[src/rtl/alu2_sequencer.sv]
// Command-side sequencer for the opcode-driven multiply-accumulate ALU.
// Optional macro ALU2_SEQ_DELTA_EN: report per-batch delta instead of raw accumulator.
`timescale 1ns/1ps
module alu2_sequencer #(
   parameter int DATA_WIDTH = 8,
   parameter int CNT_WIDTH  = 8
) (
   input  logic                    clk,
   input  logic                    a_reset_n,
   input  logic                    s_valid,
   output logic                    s_ready,
   input  logic [DATA_WIDTH-1:0]   s_a,
   input  logic [DATA_WIDTH-1:0]   s_b,
   input  logic                    s_last,
   output logic [3:0]              alu_opcode,
   output logic [DATA_WIDTH-1:0]   alu_data_out,
   input  logic [DATA_WIDTH-1:0]   alu_data_in,
   output logic                    m_valid,
   input  logic                    m_ready,
   output logic [2*DATA_WIDTH-1:0] m_result,
   output logic [CNT_WIDTH-1:0]    m_count,
   output logic                    busy
);
   localparam int RW = 2 * DATA_WIDTH;

   localparam logic [3:0] OP_NOP   = 4'd0;
   localparam logic [3:0] OP_REGA  = 4'd1;
   localparam logic [3:0] OP_REGB  = 4'd2;
   localparam logic [3:0] OP_MULT  = 4'd3;
   localparam logic [3:0] OP_ACC   = 4'd4;
   localparam logic [3:0] OP_MSB   = 4'd5;
   localparam logic [3:0] OP_LSB   = 4'd6;
   localparam logic [3:0] OP_RESET = 4'd7;

   typedef enum logic [3:0] {
      IDLE, LOAD_A, LOAD_B, MUL, ACC, RD_MSB, RD_LSB, RD_WAIT, CLR, OUT
   } state_t;

   state_t                state;
   logic [DATA_WIDTH-1:0] a_q;
   logic [DATA_WIDTH-1:0] b_q;
   logic                  last_q;
   logic [CNT_WIDTH-1:0]  pair_cnt;
   logic [DATA_WIDTH-1:0] hi_q;
   logic [DATA_WIDTH-1:0] lo_q;
   logic [RW-1:0]         raw;
`ifdef ALU2_SEQ_DELTA_EN
   logic [RW-1:0]         prev_q;
`endif

   assign raw     = {hi_q, lo_q};
   assign s_ready = (state == IDLE);
   assign busy    = (state != IDLE);

   // Opcode and data registers always carry the value for the state being entered.
   always_ff @(posedge clk or negedge a_reset_n) begin
      if (!a_reset_n) begin
         state        <= IDLE;
         alu_opcode   <= OP_NOP;
         alu_data_out <= '0;
         a_q          <= '0;
         b_q          <= '0;
         last_q       <= 1'b0;
         pair_cnt     <= '0;
         hi_q         <= '0;
         lo_q         <= '0;
         m_valid      <= 1'b0;
         m_result     <= '0;
         m_count      <= '0;
`ifdef ALU2_SEQ_DELTA_EN
         prev_q       <= '0;
`endif
      end else begin
         case (state)
            IDLE: begin
               if (s_valid) begin
                  a_q          <= s_a;
                  b_q          <= s_b;
                  last_q       <= s_last;
                  pair_cnt     <= pair_cnt + 1'b1;
                  state        <= LOAD_A;
                  alu_opcode   <= OP_REGA;
                  alu_data_out <= s_a;
               end
            end
            LOAD_A: begin
               state        <= LOAD_B;
               alu_opcode   <= OP_REGB;
               alu_data_out <= b_q;
            end
            LOAD_B: begin
               state        <= MUL;
               alu_opcode   <= OP_MULT;
               alu_data_out <= '0;
            end
            MUL: begin
               state      <= ACC;
               alu_opcode <= OP_ACC;
            end
            ACC: begin
               if (last_q) begin
                  state      <= RD_MSB;
                  alu_opcode <= OP_MSB;
               end else begin
                  state      <= IDLE;
                  alu_opcode <= OP_NOP;
               end
            end
            RD_MSB: begin
               state      <= RD_LSB;
               alu_opcode <= OP_LSB;
            end
            // The ALU output lags its opcode by one edge, so each half lands a cycle late.
            RD_LSB: begin
               hi_q       <= alu_data_in;
               state      <= RD_WAIT;
               alu_opcode <= OP_NOP;
            end
            RD_WAIT: begin
               lo_q       <= alu_data_in;
               state      <= CLR;
               alu_opcode <= OP_RESET;
            end
            CLR: begin
`ifdef ALU2_SEQ_DELTA_EN
               m_result <= raw - prev_q;
               prev_q   <= raw;
`else
               m_result <= raw;
`endif
               m_count    <= pair_cnt;
               pair_cnt   <= '0;
               m_valid    <= 1'b1;
               state      <= OUT;
               alu_opcode <= OP_NOP;
            end
            OUT: begin
               if (m_ready) begin
                  m_valid <= 1'b0;
                  state   <= IDLE;
               end
            end
            default: begin
               state      <= IDLE;
               alu_opcode <= OP_NOP;
            end
         endcase
      end
   end
endmodule

[config.mk]
export PLATFORM = sky130hd
export DESIGN_NAME = alu2_sequencer
export DESIGN_NICKNAME = d
export VERILOG_FILES = /design/src/rtl/alu2_sequencer.sv
export SDC_FILE = /design/constraint.sdc
export NUM_CORES = 1
export LEC_CHECK = 0
export CELL_PAD_IN_SITES_DETAIL_PLACEMENT = 1
export CELL_PAD_IN_SITES_GLOBAL_PLACEMENT = 1
export CORE_MARGIN = 8
export CORE_UTILIZATION = 39
export DETAILED_ROUTE_END_ITERATION = 16
export GPL_TIMING_DRIVEN = 0
export HOLD_SLACK_MARGIN = 0.06
export PLACE_DENSITY = 0.9
export SLEW_MARGIN = 15
export SYNTH_ARGS = -nofsm -noshare
export SYNTH_HDL_FRONTEND = slang
export SYNTH_SLANG_ARGS = --single-unit
[constraint.sdc]
create_clock -name clk -period 2.45 [get_ports clk]
set_input_delay 0.6125 -clock clk [delete_from_list [all_inputs] [get_ports clk]]
set_output_delay 0.6125 -clock clk [all_outputs]
set_load 0.05 [all_outputs]
* Word-level counts from Yosys, hierarchy flattened
Index checks and enable logic that the tools add are counted. W data, S select, Z words.
Storage, ports and cells: register bits 74, bits of input ports 29, output and inout bits 39, word-level logic and storage cells 46
Cells by class: add/sub/neg operators 1, equality and inequality tests 11, muxes and demuxes 11, bitwise operators 1, reductions and logical operators 11
Operators by type and width (number):
- $pmux W4 S10 | 1
- $pmux W4 S8 | 1
- $pmux W8 S3 | 1
- $eq A4 B3 Y1 const B | 4
- $mux W8 | 2
- $pmux W8 S2 | 1
- $reduce_and A2 Y1 | 6
- $add A8 B1 Y8 const B | 1
- $eq A4 B2 Y1 const B | 2
- $eq A4 B4 Y1 const B | 2
- $mux W4 | 2
- $eq A4 B1 Y1 const B | 1
- $logic_not A4 Y1 | 1
- $ne A2 B2 Y1 const B | 2
- $reduce_bool A2 Y1 | 2
- $reduce_bool A4 Y1 | 1
- $mux W3 | 1
- $reduce_bool A3 Y1 | 1
- $pmux W1 S2 | 1
- $mux W1 | 1
- $not A1 Y1 | 1

* Depth between registers and ports, before layout
Gate-level depths: netlist of the first run.
depth after elaboration 3, mapped depth 6, depth with buffers taken out 4

* Worst setup path after synthesis of the first run
OpenSTA, ideal clock, no wires.
path kind flip-flop to flip-flop, from register state[2], to register b_q[0], library setup time 125 ps, arrival time 2030 ps, required time 2325 ps, setup slack 295 ps, cell stages (with the launch flop) 6, path buffers 1, clock period less this slack 2155 ps, cell sequence dfrtp_1 > buf_6 > or4_4 > inv_1 > nand2_1 > mux2_2
On the way: cells in the longest elaborated chain, start to end 2
RTL lines:
- start, declared | RTL line 39 | state_t state;
- start signal, assigned | RTL line 58 | state <= IDLE;
- start signal, assigned | RTL line 81 | state <= LOAD_A;
- start signal, assigned | RTL line 87 | state <= LOAD_B;
- $logic_not A4 Y1
- net s_ready | RTL line 11 | output logic s_ready,
- $reduce_and A2 Y1 (no source line)
- end signal, assigned | RTL line 62 | b_q <= '0;
- end signal, assigned | RTL line 78 | b_q <= s_b;
- end, declared | RTL line 41 | logic [DATA_WIDTH-1:0] b_q;
The timed path passes the listed nets, and every way through them passes these cells. A chain may end at the register's enable or synchronous reset.

* Worst setup path in the final report of the first run
from register state[2], to output busy
On the way: cells in the longest elaborated chain, start to end 1
RTL lines:
- $reduce_bool A4 Y1 | RTL line 53 | assign busy = (state != IDLE);
- end, declared | RTL line 22 | output logic busy
Every way passes these cells.

==> results of run 1 <==
area by class of cell:
type	instances	area (um^2)
buffer	21	98.8
clock buffer	11	141
clock inverter	5	55.1
fill	907	3860
inverter	4	18.8
multi-input combinational	206	1250
sequential	73	1830
tap	105	131
timing repair buffer	67	671
layout by cell type, fill, tap and decap left out, types with 3 or more instances in the layout:
master / count
nand2_1: 85
dfrtp_1: 73
clkdlybuf4s50_1: 63
mux2_2: 25
clkbuf_1: 16
o21ai_0: 15
a21oi_1: 13
a31oi_1: 10
clkbuf_8: 10
nand3_1: 7
mux2i_1: 4
nor2_1: 4
clkinvlp_4: 3
inv_1: 3
nor4_1: 3
nand3b_1: 3
buf_4: 3
cells by family after synthesis:
group | synth area share
buffers and inverters | 0.0358
AOI/OAI and AO/OA | 0.0965
other | 0.00118
and+or+nand+nor | 0.184
adders and majority gates | 0.00394
xor gates and xnor gates | 0.00276
DFF | 0.575
muxes | 0.101
layer usage:
metal  wire, um  track usage  vias to the layer above  part of all wire
li1           -            -                     1198                 -
met1       3800        0.197                     1281              0.44
met2       4270        0.260                       44              0.50
met3        312       0.0357                       16             0.036
met4        190       0.0774                        0             0.022
met5          0            0                        -                 0
path summary, 6_finish.rpt:
kind,from,endpoint
max,state[2],busy
min,a_reset_n,alu_opcode[0]
max reg2reg,state[1],lo_q[6]
min reg2reg,lo_q[5],m_result[5]
max in group asynchronous,a_reset_n,m_result[12]
min in group clk,lo_q[5],m_result[5]
power groups by stage:
stage	Combinational, mW	Clock [mW]	Sequential [mW]
CTS	3.09	0.962	2.09
global placement	2.96	0	2.07
finish	3.09	0.943	2.08
global route	3.33	1.02	2.15
floorplan	1.29	0	2.85
detailed placement	3.09	0	2.10
state kept, by name, indices dropped and copies added (netlist names):
name and cells:
m_result 16, alu_data_out 8, b_q 8, hi_q 8, lo_q 8, m_count 8, pair_cnt 8, state 4
alu_opcode 3, last_q 1, m_valid 1
repair_timing:
action / in CTS / in global routing
setup endpoints to repair: 2 / 21
resized for setup: 11 / 2
endpoints found under the hold margin: 0 / 0
pin swaps: 0 / 0
stage by stage:
| stage | hold WS, ns | power (mW) |
|---|---|---|
| after global routing | 0.214 | 6.50 |
| after floorplan | 0.317 | 4.14 |
| final | 0.193 | 6.12 |
| after global placement | 0.444 | 5.02 |
| after detailed placement | 0.455 | 5.19 |
| after CTS | 0.210 | 6.14 |
==> results.md, run 1 <==
* Status: complete, no violations
* Deepest clock path buffer count at 2
* Via Count at approximately 2,500
* Synth Register Bits at 73
* Clock slew at reported path FFs at approximately 0.08 ns
* Die X at about 110 um
* Clock buffer count from CTS at 9
* Top_reg_cell synth: dfrtp_1
* Final TNS setup at 0 ns
* Initial antenna violation count at 0
* Clock skew at 0.0110 ns
* Non-filler instance count after layout at 492
* Die area at ~11,000 um^2
* Top-count cell post-synth: nand2_1
* Worst vdd ir at 537 uV
* Mapped cell area at between 3000 and 4000 um^2
* Mapped Nets at ~330
* Unrepaired setup endpoints after global routing: yes
* Startpoint Class: flop
* DR vias/cell at about 5.2
* Vias in the first global route at 2,847
* Antenna Cells at 0
* CP max stage delay at 0.57 ns
* CP Max Fanout at 10
* Setup CP Type: reg -> out
* Synth-to-Final Area Change at 32.0%
* Logic pwr share at 0.505
* Core Rows at 33
* Synth Instances at 304
* Layout cells sized above 1 at 0.147
* Main area contributors after synthesis: dfrtp_1 58%, nand2_1 10%, mux2_2 8.9%
* Period utilization at 0.989
* Final Max Tran Viols at 0
* TritonRoute pass-1 iters at 4
* Setup bufs post-CTS at 0
* Hold_buf cts at 0
* Post-synth EDFFs at 0
* Achievable frequency at 0.413 GHz
* Yosys cell types at 48
* Pleak at 1.81 nW
* CTS tree: yes
* Post-route cell area at 4190 um^2
* Max_cap viols at 0
* Critical path buffers and inverters at 3
* Placer Congestion at just over 0.8
* I/O pin count at 68
* Final WS setup at 0.0268 ns
* DRT Wirelength at 8570 um
* Setup violations, final at 0
* Yosys warns at 0
* WP data required at about 1.8 ns
* Largest net degree at the start of global routing at 42
* Detailed Place HPWL at approximately 6200 um
* CTS H-tree depth at 3
* Clk pwr share at 0.154
* Chip height at 106 um
* Port bufs at 66
* Grt total ovfl at 0
* Tmin final at 2.42 ns
* Slowest CP cell: or4_4
* Register share of total power at 0.341
* R2R cell count at 3
* DP Worst Slack at -0.211 ns
* Placed Instances at 476
* Sw Ratio at 0.450
* Sequential area share after synthesis at 0.575
* Relative slew margins at 0.485
* Global-route wire length before repair at roughly 14,000 um
* Initial core utilization at 0.395
* Power density cells at 1460 nW/um^2
* Clk Latency, worst-skew pair at 0.35 ns
* Asr flop ratio synth at 1.00
* Starting DRC count in detailed routing at slightly above 70
* DP Area at 3990 um^2
* Delay-heaviest family, CP: simple AND/OR/NAND/NOR gates
* Core area at 8050 um^2
* Crit. End Element: output port
* Fin nets at 412
* Antenna Nets Post-Route at 0
* HP Class: in -> async
* Largest area contributor in the netlist: dfrtp_1
* Worst slew pin tran at 0.771 ns
* Wirelength per Cell at 17.4 um
* CTS Root Cell: clkbuf_8
* Total track usage at 0.160
* R2r setup slk at 0.29 ns
* Internal Power at 3.37 mW
* Most frequent CP cell: buf_6
* Drt drc at 0
* Net Sw Power at 2.75 mW
* Top cell type's share of synthesized area at 0.575
* Crit path cell chain: buf_6 -> or4_4 -> buf_6 -> buf_2
* CTS Sinks at 73
* Post-synth top cells: 85 x nand2_1, 73 x dfrtp_1, 25 x mux2_2
* Critical path data arrival time at 1.81 ns
* CP Depth at 4
* Util after Layout at 0.521
* Syn_area_per_cell at roughly 10 um^2
* Final Hold Fails at 0
(Power assumes the default switching activity.)
==> run 2: changes to the inputs <==
- CORE_UTILIZATION: 39 -> 30
- PLACE_DENSITY: 0.9 -> 0.75
==> results.md, run 2 (same netlist as run 1, synthesis figures left out) <==
* Status: complete, no violations
* DR vias/cell at 4.77
* Net Sw Power at about 2.7 mW
* Layout cells sized above 1 at 0.147
* Hold_buf cts at 0
* Most frequent cells in the layout: 85 x nand2_1, 73 x dfrtp_1, 63 x clkdlybuf4s50_1, 25 x mux2_2, 16 x clkbuf_1
* Antenna Cells at 0
* Drt drc at 0
* Grt total ovfl at 0
* Internal Power at 3.66 mW
* Chip height at 119 um
* Critical path buffers and inverters at 3
* Register share of total power at 0.327
* CTS Root Cell: clkbuf_8
* Tmin final at ~2.4 ns
* Post-route cell area at 4300 um^2
* Reg-to-reg endpoint: alu_data_out[2]
* Wirelength per Cell at 16.1 um
* Worst slew pin tran at 0.845 ns
* CTS Sinks at between 70 and 80
* Clk Latency, worst-skew pair at 0.35 ns
* HP Class: in -> async
* Worst Setup EP: busy
* Setup bufs post-CTS at 0
* Largest register by flop count: m_result
* Deepest clock path buffer count at 2
* Total track usage at 0.127
* Setup violations, final at 0
* CP max stage delay at 0.56 ns
* Initial antenna violation count at 0
* DRT Wirelength at 8410 um
* CTS tree: yes
* Core area at 10,300 um^2
* Number of flip-flops in the largest register at 16
* Logic pwr share at 0.480
* Crit. End Element: output port
* WP data required at 1.84 ns
* Startpoint Class: flop
* Power density cells at 1480 nW/um^2
* Critical path data arrival time at 1.79 ns
* CP Depth at 4
* Antenna Nets Post-Route at 0
* Final Hold Fails at 0
* DP Worst Slack at -0.208 ns
* TritonRoute pass-1 iters at 4
* Global-route wire length before repair at 14,500 um
* Most frequent CP cell: buf_6
* Sw Ratio at 0.425
* Initial core utilization at 0.308
* Unrepaired setup endpoints after global routing: yes
* Relative slew margins at 0.435
* CTS H-tree depth at 3
* Starting DRC count in detailed routing at about 110
* Crit path cell chain: buf_6 -> or4_4 -> buf_6 -> buf_2
* Placer Congestion at about 0.76
* CP Max Fanout at 10
* Vias in the first global route at around 2,800
* Achievable frequency at ~0.42 GHz
* Port bufs at 66
* Via Count at 2,496
* Period utilization at 0.981
* Die X at 119 um
* Final WS setup at approximately 0.047 ns
* Slowest CP cell: or4_4
* Crit path from: state[2]
* Most common cell after layout, fill and taps aside: nand2_1
* Reg-to-reg critical path startpoint: state[1]
* Core Rows at 37
* DP Area at between 4000 and 5000 um^2
* Max_cap viols at 0
* R2r setup slk at approximately 0.30 ns
* Detailed Place HPWL at 6150 um
* I/O pin count at 68
* Final Max Tran Viols at 0
* Non-filler instance count after layout at 523
* Delay-heaviest family, CP: simple AND/OR/NAND/NOR gates
* Final TNS setup at 0 ns
* Synth-to-Final Area Change at 35.3%
* Pleak at 1.85 nW
* R2R cell count at 5
* Clock buffer count from CTS at 9
* Largest net degree at the start of global routing at 43
* Worst vdd ir at roughly 500 uV
* Clock slew at reported path FFs at 0.07 ns
* Setup CP Type: reg -> out
* Clock skew at 0.00676 ns
* Fin nets at 412
* Clk pwr share at 0.193
* Placed Instances at 507
* Die area at between 10,000 and 15,000 um^2
[run 2: worst min path at each step]
stage,depth (start not counted),from,end
final,1,a_reset_n,state[2]
after global routing,1,a_reset_n,alu_data_out[2]
after CTS,1,a_reset_n,lo_q[6]
after detailed placement,2,lo_q[0],m_result[0]
after global placement,2,hi_q[1],m_result[9]
after floorplan,0,a_reset_n,alu_data_out[0]
[run 2: metrics by stage]
| step | utilization | total power [mW] | hold WS [ns] |
|---|---|---|---|
| floorplan | - | 4.14 | 0.317 |
| global placement | 0.388 | 5.06 | 0.447 |
| detailed placement | 0.390 | 5.17 | 0.451 |
| CTS | 0.416 | 6.42 | 0.208 |
| global route | 0.416 | 6.77 | 0.218 |
| finish | 0.416 | 6.35 | 0.208 |
[run 2: repair_timing]
action,4_1_cts,5_1_grt
hold endpoints to repair,0,0
endpoints found under the setup margin,13,1
resized for setup,12,2
[run 2: power groups by stage]
stage	clock [mW]	sequential (mW)	combinational (mW)
after detailed placement	0	2.10	3.07
after CTS	1.26	2.08	3.07
after global routing	1.30	2.16	3.31
after floorplan	0	2.85	1.29
after global placement	0	2.07	2.98
final	1.23	2.08	3.05
[run 2: worst reg2reg max path, delay by kind of cell (launching register included)]
kind                   cells  cell delay, ns
AO/OA/AOI/OAI              2            0.78
flip-flops                 1            0.41
AND/OR/NAND/NOR            1            0.22
buffers and inverters      2            0.61
[run 2: area by class of cell]
| type | count | area, um^2 |
|---|---|---|
| inverter | 4 | 18.8 |
| multi-input combinational | 206 | 1250 |
| fill | 1173 | 6030 |
| clock inverter | 6 | 130 |
| clock buffer | 10 | 128 |
| timing repair buffer | 67 | 674 |
| tap | 136 | 170 |
| sequential | 73 | 1830 |
| buffer | 21 | 98.8 |
[run 2: routing by layer]
layer | track usage | vias up | wire length, um
li1 | - | 1197 | -
met1 | 0.149 | 1250 | 3750
met2 | 0.214 | 39 | 4150
met3 | 0.0359 | 10 | 369
met4 | 0.0506 | 0 | 131
met5 | 0 | - | 0
